==> config.mk <==
export PLATFORM = sky130hd
export DESIGN_NAME = pipe_column_gen
export DESIGN_NICKNAME = d
export VERILOG_FILES = /design/src/rtl/pipe_column_gen.sv
export SDC_FILE = /design/constraint.sdc
export NUM_CORES = 1
export LEC_CHECK = 0
export CORE_MARGIN = 2
export CORE_UTILIZATION = 59
export DETAILED_ROUTE_END_ITERATION = 7
export PLACE_DENSITY = 0.85
export SYNTH_ARGS = -nofsm -noshare
export SYNTH_HDL_FRONTEND = slang
export SYNTH_SLANG_ARGS = --single-unit
==> constraint.sdc <==
create_clock -name clk -period 8.8 [get_ports clk]
set_clock_uncertainty 0.1 [all_clocks]
set_input_delay 1.76 -clock clk [delete_from_list [all_inputs] [get_ports clk]]
set_output_delay 1.76 -clock clk [all_outputs]
set_load 0.05 [all_outputs]
==> src/rtl/pipe_column_gen.sv <==
`default_nettype none
// ============================================================================
// Module   : pipe_column_gen
// Purpose  : Produces the obstacle (red) column stream for the collision/score
//            counter, one ROWS-tall column per scroll step. Pipe columns are
//            solid apart from a pseudo-random gap; the space columns between
//            pipes are empty. Row 0 is the ground and stays lit while running.
//            The generator freezes (HALT) on gameEnd until the next reset.
// Ports    : clk        - system clock
//            reset      - synchronous active-high reset
//            start      - one-cycle pulse, begins scrolling from IDLE
//            gameEnd    - level, freezes the generator
//            red        - current obstacle column, bit 0 = ground
//            gap_row    - base row of the current/last gap
//            pipe_done  - one-cycle pulse when a pipe has scrolled past
//            pipe_count - pipes completed, saturating at 255
// Options  : PIPE_NARROW_EN - when defined, the gap shrinks by one row per
//            8 completed pipes, never below 2 rows.
// Revision : 1.0 - initial release
// ============================================================================
module pipe_column_gen #(
    parameter int          ROWS      = 16,
    parameter int          GAP_H     = 4,
    parameter int          PIPE_W    = 2,
    parameter int          SPACE_W   = 3,
    parameter int          STEP_DIV  = 4,
    parameter logic [7:0]  LFSR_SEED = 8'hA5
) (
    input  logic            clk,
    input  logic            reset,
    input  logic            start,
    input  logic            gameEnd,
    output logic [ROWS-1:0] red,
    output logic [3:0]      gap_row,
    output logic            pipe_done,
    output logic [7:0]      pipe_count
);

    typedef enum logic [1:0] {
        IDLE  = 2'd0,
        SPACE = 2'd1,
        PIPE  = 2'd2,
        HALT  = 2'd3
    } state_t;

    // An all-zero LFSR would lock up, so a zero seed is replaced by 1.
    localparam logic [7:0]          c_SEED     = (LFSR_SEED == 8'h00) ? 8'h01 : LFSR_SEED;
    localparam int                  c_DIV_W    = (STEP_DIV > 1) ? $clog2(STEP_DIV) : 1;
    localparam int                  c_COL_MAX  = (SPACE_W > PIPE_W) ? SPACE_W : PIPE_W;
    localparam int                  c_COL_W    = $clog2(c_COL_MAX + 1);
    localparam logic [c_DIV_W-1:0]  c_DIV_LAST = c_DIV_W'(STEP_DIV - 1);
    localparam logic [c_COL_W-1:0]  c_SPACE_N  = c_COL_W'(SPACE_W);
    localparam logic [c_COL_W-1:0]  c_PIPE_N   = c_COL_W'(PIPE_W);
    localparam logic [c_COL_W-1:0]  c_COL_ONE  = c_COL_W'(1);
    localparam logic [ROWS-1:0]     c_GROUND   = ROWS'(1);

    state_t               r_state, w_state_n;
    logic [c_DIV_W-1:0]   r_div,   w_div_n;
    logic [c_COL_W-1:0]   r_col,   w_col_n;
    logic [7:0]           r_lfsr,  w_lfsr_n;
    logic [ROWS-1:0]      r_red,   w_red_n;
    logic [3:0]           r_gap,   w_gap_n;
    logic                 r_done,  w_done_n;
    logic [7:0]           r_count, w_count_n;

    logic                 w_step;
    logic [7:0]           w_lfsr_adv;
    int                   w_gap_h;
    int                   w_gap_base;
    logic [ROWS-1:0]      w_pipe_col;

    assign w_step     = (r_div == c_DIV_LAST);
    assign w_lfsr_adv = {r_lfsr[6:0], r_lfsr[7] ^ r_lfsr[5] ^ r_lfsr[4] ^ r_lfsr[3]};

    // Effective gap height for the pipe that would start on this step.
    always_comb begin
`ifdef PIPE_NARROW_EN
        w_gap_h = GAP_H - int'({27'd0, r_count[7:3]});
        if (w_gap_h < 2) begin
            w_gap_h = 2;
        end
`else
        w_gap_h = GAP_H;
`endif
    end

    // Gap base is offset by one so the gap can never open the ground row.
    always_comb begin
        w_gap_base = 1 + (int'({28'd0, w_lfsr_adv[3:0]}) % (ROWS - w_gap_h));
        for (int r = 0; r < ROWS; r++) begin
            w_pipe_col[r] = !((r >= w_gap_base) && (r < w_gap_base + w_gap_h));
        end
    end

    always_comb begin
        w_state_n = r_state;
        w_div_n   = r_div;
        w_col_n   = r_col;
        w_lfsr_n  = r_lfsr;
        w_red_n   = r_red;
        w_gap_n   = r_gap;
        w_done_n  = 1'b0;
        w_count_n = r_count;

        case (r_state)
            IDLE: begin
                w_red_n = c_GROUND;
                if (start) begin
                    w_state_n = SPACE;
                    w_div_n   = '0;
                    w_col_n   = '0;
                end
            end
            SPACE, PIPE: begin
                // gameEnd beats a coincident step: nothing else moves.
                if (gameEnd) begin
                    w_state_n = HALT;
                end else begin
                    w_div_n = w_step ? '0 : r_div + 1'b1;
                    if (w_step) begin
                        if (r_state == SPACE) begin
                            if (r_col == c_SPACE_N) begin
                                // Entering PIPE emits the first pipe column.
                                w_state_n = PIPE;
                                w_lfsr_n  = w_lfsr_adv;
                                w_gap_n   = 4'(w_gap_base);
                                w_red_n   = w_pipe_col;
                                w_col_n   = c_COL_ONE;
                            end else begin
                                w_red_n = c_GROUND;
                                w_col_n = r_col + 1'b1;
                            end
                        end else begin
                            if (r_col == c_PIPE_N) begin
                                // Leaving PIPE emits the first space column.
                                w_state_n = SPACE;
                                w_red_n   = c_GROUND;
                                w_col_n   = c_COL_ONE;
                                w_done_n  = 1'b1;
                                w_count_n = (r_count == 8'hFF) ? r_count : r_count + 8'd1;
                            end else begin
                                w_col_n = r_col + 1'b1;
                            end
                        end
                    end
                end
            end
            default: begin
                // HALT: everything holds until reset.
            end
        endcase
    end

    always_ff @(posedge clk) begin
        if (reset) begin
            r_state <= IDLE;
            r_div   <= '0;
            r_col   <= '0;
            r_lfsr  <= c_SEED;
            r_red   <= c_GROUND;
            r_gap   <= 4'd0;
            r_done  <= 1'b0;
            r_count <= 8'd0;
        end else begin
            r_state <= w_state_n;
            r_div   <= w_div_n;
            r_col   <= w_col_n;
            r_lfsr  <= w_lfsr_n;
            r_red   <= w_red_n;
            r_gap   <= w_gap_n;
            r_done  <= w_done_n;
            r_count <= w_count_n;
        end
    end

    assign red        = r_red;
    assign gap_row    = r_gap;
    assign pipe_done  = r_done;
    assign pipe_count = r_count;

endmodule
`default_nettype wire

==> impl_results.rst <==
.. list-table::
   :header-rows: 1

   * - Metric
     - Value
   * - Final WL
     - slightly above 5000 um
   * - Fraction of the yosys area taken by sequential cells
     - a little over a third
   * - Total via count after detailed routing
     - around 2100
   * - Detail Route Antenna Nets
     - 0
   * - Skew-Pair Late Insertion Delay
     - approximately 0.29 ns
   * - Placement Rows
     - 23
   * - Layout cell share with drive strength beyond 1
     - between 3 and 4%
   * - TritonCTS clock tree
     - built
   * - Routed met3 length
     - approximately 240 um
   * - Number of detailed-route iterations in the first pass
     - 4
   * - Top flip-flop cell by instance count after synthesis
     - dfxtp_1
   * - Worst-path cell chain
     - xnor2_1 > xnor2_1 > inv_1 > ha_1 > xnor2_1 > inv_1 > ha_1 > o21ai_0 > a21oi_1 > or3_1 > a31oi_1
   * - Most repeated cell in the gate-level netlist after synthesis
     - dfxtp_1
   * - Number of nets in the layout
     - about 340
   * - Worst-path maximum fanout
     - 15
   * - Number of flops mapped to enable cells by yosys
     - 0
   * - Number of clock sinks seen by CTS
     - 43
   * - Data required time at the worst endpoint
     - between 8 and 9 ns
   * - Total power after layout
     - between 0.4 and 0.5 mW
   * - Die height
     - slightly below 70 um
   * - Pwr per Cell Area
     - around 160 nW/um^2
   * - Met1 layer wirelength in the final routing
     - 2402 um
   * - Wire length of the first global-routing pass
     - between 8000 and 9000 um
   * - Per-cell routed wire length
     - ~14 um
   * - Root Buffer
     - clkbuf_8
   * - Hold_buf cts
     - 0
   * - CP endpoint kind
     - flip-flop
   * - Max-cap violations
     - 0
   * - Crit Path Class
     - flip-flop to flip-flop
   * - IO buf count
     - 32
   * - Die outline area
     - around 4500 um^2
   * - Max VDD drop
     - ~0.11 mV
   * - Post-synthesis net count
     - 315
   * - Count of distinct cell types in the synthesized netlist
     - 44
   * - Total area of sequential cells
     - roughly 860 um^2
   * - Starting utilization of the core area
     - roughly three fifths
   * - Number of I/O pins
     - 33
   * - Syn avg cell area
     - between 8 and 9 um^2
   * - Grt total ovfl
     - 0
   * - All-Layer GR Usage
     - between 20% and 30%
   * - Final setup vio count
     - 0
   * - Biggest area consumer among synthesized cells
     - dfxtp_1
   * - Worst path bufs/invs
     - 2
   * - Share of flip-flops with an asynchronous set or reset after synthesis
     - 0%
   * - Antenna violations before repair
     - 0
   * - Reported leakage power
     - roughly 1.1 nW
   * - Post-CTS setup buffer count
     - 0
   * - Number of instances in the synthesized netlist
     - around 290
   * - Final HPWL from detailed placement
     - about 3500 um
   * - Worst-margin pin slew
     - roughly 0.96 ns
   * - Setup repair after global routing missed its margin
     - false
   * - Number of global-route vias before repair
     - 1900
   * - Synth cell count leaders
     - 43 x dfxtp_1, 42 x nand2_1, 33 x a21oi_1
   * - Area of the multi-input gates
     - between 1000 and 1500 um^2
   * - Cells resized by post-CTS repair
     - 0
   * - Ratio of final minimum period to clock period
     - ~42%
   * - Maximum clock frequency
     - around 270 MHz
   * - Iteration-0 DRC Markers
     - ~160
   * - Sum of negative setup slack
     - 0 ns
   * - Maximum number of pins on one net before global-route repair
     - 36
   * - Length of routed met2 wiring
     - 2332 um
   * - Run status
     - finished, final reports clean
   * - Max clock buf depth
     - 2
   * - Max Transition Viols Final
     - 0
   * - Area share of the largest cell type after synthesis
     - between 30% and 40%
   * - Clk slew on worst S/H paths
     - approximately 0.080 ns
   * - Category of cells accounting for the largest share of critical-path delay
     - XOR/XNOR gates
   * - Area of the mapped netlist
     - roughly 2400 um^2
   * - Library cell appearing most often on the critical path
     - xnor2_1
   * - Class of the tightest hold or removal check
     - flip-flop to flip-flop
   * - Final number of hold-violating endpoints
     - 0
   * - Signal arrival time at the worst endpoint
     - about 3.8 ns
   * - Yosys warns
     - 0
   * - Number of buffers created by CTS
     - 5
   * - Remaining design rule violation count
     - 0
   * - Core area
     - 3943 um^2
   * - Synth area leaders
     - dfxtp_1 36%, ha_1 11%, a21oi_1 7.0%, nand2_1 6.6%, nor2_1 3.3%
   * - ANT cells
     - 0
   * - DR vias/cell
     - ~5.7
   * - Growth of design area from synthesis to finish
     - 17.93%
   * - H-tree lvl count
     - 2
   * - Slowest CP cell
     - xnor2_1
   * - Die span in x
     - roughly 67 um
   * - DR top layer
     - met4
   * - Synthesis-stage register bit count
     - 43
   * - Count of filler cells inserted in the layout
     - between 300 and 400
   * - Critical path launch point type
     - flip-flop
   * - Final critical delay including setup and external delays
     - between 3 and 4 ns
   * - Worst rel slew slack
     - between 30% and 40%
   * - RePlAce Congestion
     - approximately 0.93
   * - Peak per-stage delay on the critical path
     - roughly 0.53 ns
==> layout make-up <==
| class | instances | share of cell area (%) |
|---|---|---|
| Tap cell | 50 | 2.236 |
| Inverter | 16 | 2.147 |
| Clock buffer | 8 | 3.578 |
| Multi-Input combinational cell | 218 | 49.55 |
| Timing Repair Buffer | 33 | 11.72 |
| Sequential cell | 43 | 30.77 |
==> through the flow <==
step	worst slack, ns	util [%]	area (um^2)	cells	hold WS, ns
2_1_floorplan	5.725	-	2372	291	0.3366
4_1_cts	5.140	70.96	2798	368	0.3583
3_3_place_gp	4.937	68.42	2698	360	0.3399
3_5_place_dp	4.857	68.42	2698	360	0.3464
5_1_grt	4.734	70.96	2798	368	0.3686
6_report	5.088	70.96	2798	368	0.3534
==> placed cells by master, fill, tap and decap left out, types with 4 or more instances in the layout <==
| master | count |
|---|---|
| dfxtp_1 | 43 |
| nand2_1 | 42 |
| a21oi_1 | 33 |
| clkdlybuf4s50_1 | 32 |
| nor2_1 | 21 |
| ha_1 | 20 |
| nand3_1 | 15 |
| inv_1 | 14 |
| o21ai_0 | 10 |
| nand2b_1 | 7 |
| clkbuf_8 | 7 |
| xnor2_1 | 5 |
| nand4_1 | 5 |
| xor2_1 | 5 |
| a211oi_1 | 5 |
| nor2b_1 | 4 |
| o21ai_1 | 4 |
| mux2i_1 | 4 |
| o211ai_1 | 4 |
==> final timing paths <==
| path | endpoint | startpoint | depth (start not counted) | slack (ns) |
|---|---|---|---|---|
| worst max-delay path | red[8] | r_lfsr[4] | 11 | 5.09 |
| worst min-delay path | red[12] | red[12] | 2 | 0.35 |
| worst max register to register | red[8] | r_lfsr[4] | 11 | 5.09 |
| worst min register to register | red[12] | red[12] | 2 | 0.35 |
==> power breakdown <==
part | internal, mW | switching (mW) | leakage, nW | total (mW)
sequential | 0.200 | 0.00575 | 0.347 | 0.206
combinational | 0.0302 | 0.0655 | 0.668 | 0.0958
clock | 0.0717 | 0.0656 | 0.0515 | 0.137
==> worst min-delay path: cells and delay by family (launching register included) <==
kind,cells,cell delay [ns]
compound gates,1,0.05
flops,1,0.31
simple gates,1,0.05
==> per-layer routing <==
metal  up-vias  global-route usage (%)
met5         -                       0
li1       1073                       -
met2        51                   39.23
met4         0                   10.20
met1       972                   30.82
met3         8                   4.500
==> logic make-up (layout without fill, tap and decap cells) <==
family	count (synthesis)	in the layout	synth area share, %
XOR/XNOR	10	10	3.692
flip-flops	43	43	36.29
AND/OR/NAND/NOR	110	110	22.94
adder cells (fa/ha/maj)	20	20	10.55
buffers and inverters	30	57	5.274
AO/OA/AOI/OAI	74	74	19.57
multiplexers	4	4	1.688
==> sequential cells by signal, summed over array words and instances, names as in the netlist <==
register / cells
r_lfsr: 8
pipe_count: 8
r_div: 2
r_col: 2
gap_row: 4
r_state: 2
pipe_done: 1
red: 16
(Power assumes the default switching activity.)
